### src/rtl/stim_sequencer_pkg.sv
// Shared types and opcode field positions for the b10 stimulus sequencer.
package stim_pkg;

  localparam int OP_W    = 12;

  localparam int R       = 0;
  localparam int G       = 1;
  localparam int KEY     = 2;
  localparam int START   = 3;
  localparam int TEST    = 4;
  localparam int RTS     = 5;
  localparam int RTR     = 6;
  localparam int VIN_LSB = 7;
  localparam int VIN_MSB = 10;
  localparam int OBS     = 11;

  typedef enum logic [2:0] {
    ST_IDLE     = 3'd0,
    ST_FETCH    = 3'd1,
    ST_APPLY    = 3'd2,
    ST_WAIT_CTS = 3'd3,
    ST_DONE     = 3'd4
  } state_t;

endpackage

### src/rtl/stim_sequencer_hs_timeout.sv
// Handshake timeout counter: counts cycles spent waiting for cts and flags
// the cycle on which the TMO-th consecutive low cycle is reached.
module hs_timeout #(
  parameter int TMO = 15
) (
  input  logic clock,
  input  logic rst_n,
  input  logic clear,
  input  logic count,
  output logic hit
);

  logic [7:0] cnt;

  // Cleared when the sequencer enters WAIT_CTS, advanced on each low-cts cycle.
  always_ff @(posedge clock or negedge rst_n) begin
    if (!rst_n) begin
      cnt <= 8'd0;
    end else if (clear) begin
      cnt <= 8'd0;
    end else if (count) begin
      cnt <= cnt + 8'd1;
    end
  end

  // Hit on the cycle that would complete TMO low cycles, so the exit edge
  // lands exactly TMO cycles after entry.
  assign hit = count && (cnt == 8'(TMO - 1));

endmodule

### src/rtl/stim_sequencer.sv
// Opcode player for the b10 core: fetches 12-bit opcodes from a synchronous
// program RAM, registers them onto the b10 input pins, and optionally stalls
// on the rts/cts handshake with a timeout.
module stim_sequencer
  import stim_pkg::*;
#(
  parameter int ADDR_W = 10,
  parameter int TMO    = 15
) (
  input  logic              clock,
  input  logic              reset,
  input  logic              go,
  input  logic              halt,
  input  logic              sync_en,
  input  logic [ADDR_W-1:0] prog_len,
  output logic              mem_en,
  output logic [ADDR_W-1:0] mem_addr,
  input  logic [OP_W-1:0]   mem_rdata,
  input  logic              cts,
  output logic              r_button,
  output logic              g_button,
  output logic              key,
  output logic              start,
  output logic              test,
  output logic              rts,
  output logic              rtr,
  output logic              obs,
  output logic [3:0]        v_in,
  output logic [ADDR_W-1:0] pc,
  output logic              busy,
  output logic              done,
  output logic              err
);

  logic [1:0]        rst_pipe;
  logic              rst_n;
  state_t            state;
  state_t            next_state;
  logic [OP_W-1:0]   opcode;
  logic [ADDR_W-1:0] len;
  logic [ADDR_W-1:0] pc_inc;
  logic              accept_go;
  logic              tmo_clear;
  logic              tmo_count;
  logic              tmo_hit;

  // Reset asserts immediately but releases only after two clean clock edges.
  always_ff @(posedge clock or negedge reset) begin
    if (!reset) begin
      rst_pipe <= 2'b00;
    end else begin
      rst_pipe <= {rst_pipe[0], 1'b1};
    end
  end

  assign rst_n     = rst_pipe[1];
  assign pc_inc    = pc + ADDR_W'(1);
  assign accept_go = go && !halt && ((state == ST_IDLE) || (state == ST_DONE));
  assign tmo_count = (state == ST_WAIT_CTS) && !cts;

  hs_timeout #(
    .TMO (TMO)
  ) u_hs_timeout (
    .clock (clock),
    .rst_n (rst_n),
    .clear (tmo_clear),
    .count (tmo_count),
    .hit   (tmo_hit)
  );

  // State register.
  always_ff @(posedge clock or negedge rst_n) begin
    if (!rst_n) begin
      state <= ST_IDLE;
    end else begin
      state <= next_state;
    end
  end

  // Next-state logic; halt overrides every transition out of a non-idle state.
  always_comb begin
    next_state = state;
    tmo_clear  = 1'b0;
    case (state)
      ST_IDLE, ST_DONE: begin
        if (accept_go) begin
          next_state = (prog_len == '0) ? ST_DONE : ST_FETCH;
        end
      end
      ST_FETCH: begin
        next_state = ST_APPLY;
      end
      ST_APPLY: begin
        if (sync_en && mem_rdata[RTS]) begin
          next_state = ST_WAIT_CTS;
          tmo_clear  = 1'b1;
        end else if (pc_inc == len) begin
          next_state = ST_DONE;
        end else begin
          next_state = ST_FETCH;
        end
      end
      ST_WAIT_CTS: begin
        // pc was already advanced when the opcode was applied.
        if (cts || tmo_hit) begin
          next_state = (pc == len) ? ST_DONE : ST_FETCH;
        end
      end
      default: begin
        next_state = ST_IDLE;
      end
    endcase
    if (halt && (state != ST_IDLE)) begin
      next_state = ST_IDLE;
    end
  end

  // Opcode register, program counter, run length and sticky timeout flag.
  always_ff @(posedge clock or negedge rst_n) begin
    if (!rst_n) begin
      opcode <= '0;
      pc     <= '0;
      len    <= '0;
      err    <= 1'b0;
    end else if (halt && (state != ST_IDLE)) begin
      opcode <= '0;
      pc     <= '0;
    end else if (accept_go) begin
      len    <= prog_len;
      pc     <= '0;
      err    <= 1'b0;
    end else if (state == ST_APPLY) begin
      opcode <= mem_rdata;
      pc     <= pc_inc;
    end else if (tmo_hit) begin
      err    <= 1'b1;
    end
  end

  assign mem_en   = (state == ST_FETCH);
  assign mem_addr = pc;
  assign busy     = (state == ST_FETCH) || (state == ST_APPLY) || (state == ST_WAIT_CTS);
  assign done     = (state == ST_DONE);

  assign r_button = opcode[R];
  assign g_button = opcode[G];
  assign key      = opcode[KEY];
  assign start    = opcode[START];
  assign test     = opcode[TEST];
  assign rts      = opcode[RTS];
  assign rtr      = opcode[RTR];
  assign v_in     = opcode[VIN_MSB:VIN_LSB];
  assign obs      = opcode[OBS];

endmodule

### config.mk
export PLATFORM = sky130hd
export DESIGN_NAME = stim_sequencer
export DESIGN_NICKNAME = d
export VERILOG_FILES = /design/src/rtl/stim_sequencer_pkg.sv /design/src/rtl/stim_sequencer_hs_timeout.sv /design/src/rtl/stim_sequencer.sv
export SDC_FILE = /design/constraint.sdc
export NUM_CORES = 1
export LEC_CHECK = 0
export CAP_MARGIN = 20
export CORE_AREA = 10 10 84 86
export CTS_BUF_LIST = sky130_fd_sc_hd__clkbuf_8
export DETAILED_ROUTE_END_ITERATION = 6
export DIE_AREA = 0 0 94 96
export PLACE_DENSITY = 0.78
export SYNTH_ARGS = -nofsm -noshare
export SYNTH_HDL_FRONTEND = slang
export SYNTH_SLANG_ARGS = --single-unit
### constraint.sdc
create_clock -name clock -period 1.7 [get_ports clock]
set_clock_uncertainty 0.2 [all_clocks]
set_input_delay 0.425 -clock clock [delete_from_list [all_inputs] [get_ports clock]]
set_output_delay 0.425 -clock clock [all_outputs]
set_load 0.05 [all_outputs]
=== Yosys cells after proc, flatten, opt, wreduce, memory -nomap -nowiden ===
Cells that the tools add are included.

* Register bits: 46
* Input port bits: 28
* Output and inout port bits: 36
* Logic and storage cells: 66

* Add/sub/neg operators: 2
* Eq/ne operators: 11
* Multiplexer cells: 21
* Bitwise logic cells: 1
* Reduce and logical (&&, ||, !) cells: 24

{| class="wikitable"
|+ Operators with widths
! cell !! number
|-
| 12-bit two-way mux || 3
|-
| 10-bit two-way mux || 3
|-
| 3-bit two-way mux || 7
|-
| 10-bit equality test || 2
|-
| 8-bit two-way mux || 2
|-
| 3-bit case mux with 4 select lines || 1
|-
| 10-bit by 1-bit adder with 10-bit output, second input constant || 1
|-
| 10-bit zero test || 1
|-
| 8-bit by 1-bit adder with 8-bit output, second input constant || 1
|-
| 8-bit by 4-bit equality test with 1-bit output, second input constant || 1
|-
| 3-bit by 2-bit equality test with 1-bit output, second input constant || 2
|-
| 1-bit logical AND || 6
|-
| 2-bit AND reduction || 3
|-
| 2-bit nonzero test || 3
|-
| 3-bit nonzero test || 2
|-
| 1-bit two-way mux || 5
|-
| 1-bit logical OR || 4
|-
| 3-bit by 1-bit equality test with 1-bit output, second input constant || 1
|-
| 3-bit equality test, second input constant || 1
|-
| 3-bit zero test || 1
|-
| 3-bit by 1-bit != test with 1-bit output, second input constant || 1
|-
| 3-bit != test, second input constant || 1
|-
| 3-bit AND reduction || 1
|-
| 1-bit zero test || 2
|-
| other kinds (4) || 4
|}

=== Longest topological paths before layout ===
* Depth after elaboration: 7
* Depth in mapped cells: 8

=== Cells and area by module ===
Synthesis repeated with hierarchy kept, for this count alone.

* Cells, all modules: 240
* Area, all modules: 2,478.6 um^2

{| class="wikitable"
|+ By module, submodules not included
! module !! times used !! cells an instance !! area an instance (um^2) !! sequential area each (um^2)
|-
| stim_sequencer || 1 || 199 || 2,068.2 || 950.9
|-
| hs_timeout || 1 || 41 || 410.4 || 200.2
|}

=== Least setup slack after synthesis ===
No wires, ideal clock.

* Path type: flip-flop to flip-flop
* Start: register pc[1], in the netlist mem_addr[1]
* End: register state[2]
* Setup time: 126 ps
* Arrival time: 2,180 ps
* Required time: 1,374 ps
* Slack: -806 ps
* Cell stages (with the launch flop): 9
* Path buffers: 1
* Clock period less this slack: 2,506 ps
* Cell sequence: dfrtp_1 -> ha_1 -> buf_2 -> a21oi_1 -> o211ai_1 -> o31ai_1 -> o21ai_0 -> a21boi_1 -> a221o_1

* Cells in the longest elaborated chain, start to end: 6

{| class="wikitable"
|+ RTL lines
! element !! RTL line !! text
|-
| from (decl) || stim_sequencer.sv:29 || <nowiki>output logic [ADDR_W-1:0] pc,</nowiki>
|-
| from (signal assigned) || stim_sequencer.sv:134 || <nowiki>pc <= pc_inc;</nowiki>
|-
| 10-bit by 1-bit adder with 10-bit output || stim_sequencer.sv:57 || <nowiki>assign pc_inc = pc + ADDR_W'(1);</nowiki>
|-
| 10-bit equality test || stim_sequencer.sv:97 || <nowiki>end else if (pc_inc == len) begin</nowiki>
|-
| 3-bit two-way mux || stim_sequencer.sv:97 ||
|-
| 3-bit two-way mux || stim_sequencer.sv:94 || <nowiki>if (sync_en && mem_rdata[RTS]) begin</nowiki>
|-
| 3-bit case mux with 4 select lines * || stim_sequencer.sv:84 || <nowiki>case (state)</nowiki>
|-
| 3-bit two-way mux * || stim_sequencer.sv:113 || <nowiki>if (halt && (state != ST_IDLE)) begin</nowiki>
|-
| to (signal assigned) || stim_sequencer.sv:76 || <nowiki>state <= next_state;</nowiki>
|-
| to (decl) || stim_sequencer.sv:37 || <nowiki>state_t state;</nowiki>
|}

Every way passes the cells marked *; elsewhere a longest branch is shown, timed or not. The select of a mux whose other input is x is not followed.
A chain may end at the register's enable or synchronous reset.

=== Worst setup path after layout ===
* Start: register pc[2], in the netlist mem_addr[2]
* End: register state[2]

Same word-level chain as after synthesis.

==> reports/results.ini <==
[placement]
post-place-ws_ns = -0.642
dp_hpwl_um = 6190
placed_area_um2 = 4180
dpl.cell_count = 440
gp_congestion = 0.913
portBuffers = 63

[route]
viasPerCell = 6.56
ant_nets = 0
routed_wl_um = 13300
drt_iter0_markers = 381
route.detailed.drc = 0
first_pass_iters = 6
wire_per_inst_um = 27.8
dr_total_vias = 3129

[cts]
cts_tree = built
cts_max_level = 2
clk_latency_ns = 0.32
cts_made_buffers = 5
clockBufferDepth = 2
clk_pin_slew_ns = 0.10
cts_sinks = 46
root_buffer = clkbuf_8

[power]
p_leak_nw = 2.22
p_per_area_nw_per_um2 = 1340
irDropWorstVdd_uv = 1210
p_total_mw = 6.82

[timing]
rsz0062_at_grt = yes
setup_violations = 56
fmax_mhz = 418
min_period_ns = 2.39
worstMarginPinSlew_ns = 0.587
fin_ws_ns = -0.690
hold_violations = 0
slew_viol_final = 0
finalCritPeriodShare_pct = 141
timing.slew.headroom_pct = 60.6
fin_tns_setup_ns = -9.50

[synthesis]
synth.avg_cell_area_um2 = 10.1
synth_flop_cell = dfrtp_1
synth.net_count = 287
netlist_area_um2 = 2590
ys_seq_area_share_pct = 44.4
yosys_warnings = 0
synth_cells = 256
synth_edf_count = 0
synthDistinctLibCells = 57
async_flop_share_pct = 100
ys_ff_latch = 46

[die]
die_h_um = 96
rows = 27
die_area_um2 = 9020
pin_count = 64
start_util_pct = 48.0
core_area_um2 = 5410
die_x_um = 94

[global_routing]
track_usage_pct = 24.0
antenna_found_initial = 1
grt_pass1_wl_um = 16800
overflow = 0
grt_max_degree = 32
grt_pass1_vias = 3054

[finish]
fin_cells = 477
fin_area_um2 = 5090
layout-drive-gt1-share_pct = 58.9
area_growth_pct = 96.4
nets = 434

[critical_path]
cp-start-kind = flip-flop
crit_required_ns = 1.71
worstReg2RegStart = mem_addr[2]$_DFFE_PN0P_
reg2reg_to = state[2]$_DFFE_PN0P_
rr_worst_depth = 6
rrSetupSlack_ns = -0.69
crit_arrival_ns = 2.40
critPathKind = flip-flop to flip-flop
worstPathMaxFanout = 6
critPathCaptureType = flip-flop

[worst_hold_path]
worstHoldPathType = primary input to asynchronous set/reset pin

[flow_run]
cap_violations = 0

[run_status]
status = finished with violations
violations = setup timing

## cells in the final DEF (no fill, tap or decap), types with 3 or more instances in the layout
master,synthesis,final
nand2_4,1,4
xor2_1,9,7
nand4b_1,4,4
xnor2_2,0,3
buf_8,0,3
buf_12,0,42
o21ai_2,0,6
o21ai_1,0,5
clkbuf_8,0,5
nor2_1,22,10
buf_4,12,65
clkdlybuf4s50_1,0,26
xnor2_1,13,10
nand4_1,5,5
mux2_4,1,10
a21oi_4,0,3
a22o_1,13,13
dlygate4sd3_1,0,3
buf_6,4,25
o21ai_4,0,3
nand2_1,10,4
dfrtp_1,46,34
o31ai_1,5,3
clkinvlp_4,0,3
nand3_1,8,5
inv_1,7,7
nand2_2,0,3
dfrtp_2,0,11
nor2_4,0,10
## layout make-up
type | count | area (um2)
timing repair buffer | 166 | 1980
multi-input combinational | 177 | 1730
sequential | 46 | 1170
fill | 151 | 314
tap | 72 | 90.1
clock buffer | 5 | 68.8
inverter | 7 | 30.0
clock inverter | 3 | 18.8
antenna | 1 | 2.50
## per-stage QoR
step	hold WS (ns)	utilization [%]
after detailed placement	-0.0134	77.4
after CTS	0.0640	87.3
after global placement	-0.0296	77.4
after floorplan	-0.0706	-
final	0.0562	94.2
after global routing	0.0530	94.2
## per-layer routing
metal	routed length, um	GRT usage (%)
met4	976	12.8
met1	4630	28.4
met2	6280	39.6
met3	1380	6.07
met5	0	0
## report_power, final
part           total (mW)  internal [mW]  switching [mW]
clock network       0.716          0.285           0.431
logic                4.30           2.12            2.17
registers            1.81           1.40           0.407
total                6.82           3.81            3.01
## critical path, cell delays in order (launching register included)
cell      delay [ns]
dfrtp_2         0.45
and4_1          0.44
nand4_1         0.26
nor3_2          0.33
nor4_4          0.10
a21boi_2        0.16
a221o_1         0.32
## synth_stat cells (all sizes together), types with 3 or more instances
cell / instances / area (um2)
dfrtp: 46 / 1150
buf: 22 / 165
nor2: 22 / 82.6
o21ai: 16 / 80.1
a22o: 13 / 114
xnor2: 13 / 114
nand2: 11 / 48.8
mux2: 10 / 116
xor2: 9 / 78.8
nand3: 8 / 40.0
a21oi: 7 / 35.0
inv: 7 / 26.3
nand4: 5 / 31.3
nor3: 5 / 25.0
nor4: 5 / 37.5
o31ai: 5 / 37.5
and3: 4 / 26.3
clkbuf: 4 / 16.3
nand4b: 4 / 35.0
and4: 3 / 27.5
ha: 3 / 37.5
## registers in the layout, indices dropped and copies added, names as in the netlist
name              cells
err                   1
len                  10
mem_addr             10
opcode               12
rst_pipe              2
state                 3
u_hs_timeout.cnt      8
## kinds of logic (layout without fill, tap and decap cells)
kind of cell | Yosys count | in the layout | synth area share (%)
fa+ha+maj | 3 | 3 | 1.45
simple gates | 83 | 83 | 18.2
flops | 46 | 46 | 44.4
xor+xnor | 22 | 22 | 7.43
buf+inv | 33 | 181 | 8.01
mux | 10 | 10 | 4.49
compound gates | 58 | 58 | 15.9
other cells | 1 | 2 | 0.145
## worst max-delay path by stage
| stage | slack (ns) | cells past startpoint | startpoint | endpoint |
|---|---|---|---|---|
| CTS | -0.45 | 7 | mem_addr[1]$_DFFE_PN0P_ | state[2]$_DFFE_PN0P_ |
| global placement | -0.61 | 5 | halt | mem_addr[7]$_DFFE_PN0P_ |
| finish | -0.69 | 6 | mem_addr[2]$_DFFE_PN0P_ | state[2]$_DFFE_PN0P_ |
| global route | -0.69 | 6 | mem_addr[2]$_DFFE_PN0P_ | state[2]$_DFFE_PN0P_ |
| detailed placement | -0.64 | 5 | halt | mem_addr[8]$_DFFE_PN0P_ |
| floorplan | -0.48 | 7 | mem_addr[1]$_DFFE_PN0P_ | state[2]$_DFFE_PN0P_ |
## what timing repair did
item	CTS	global route
pin swaps	21	29
gates resized for setup	72	67
hold buffers	3	0
setup endpoints to repair	50	64
buffers inserted	14	13
gates cloned	3	1
hold endpoints to repair	1	0
Note: power is estimated with default switching activity, not from simulation.
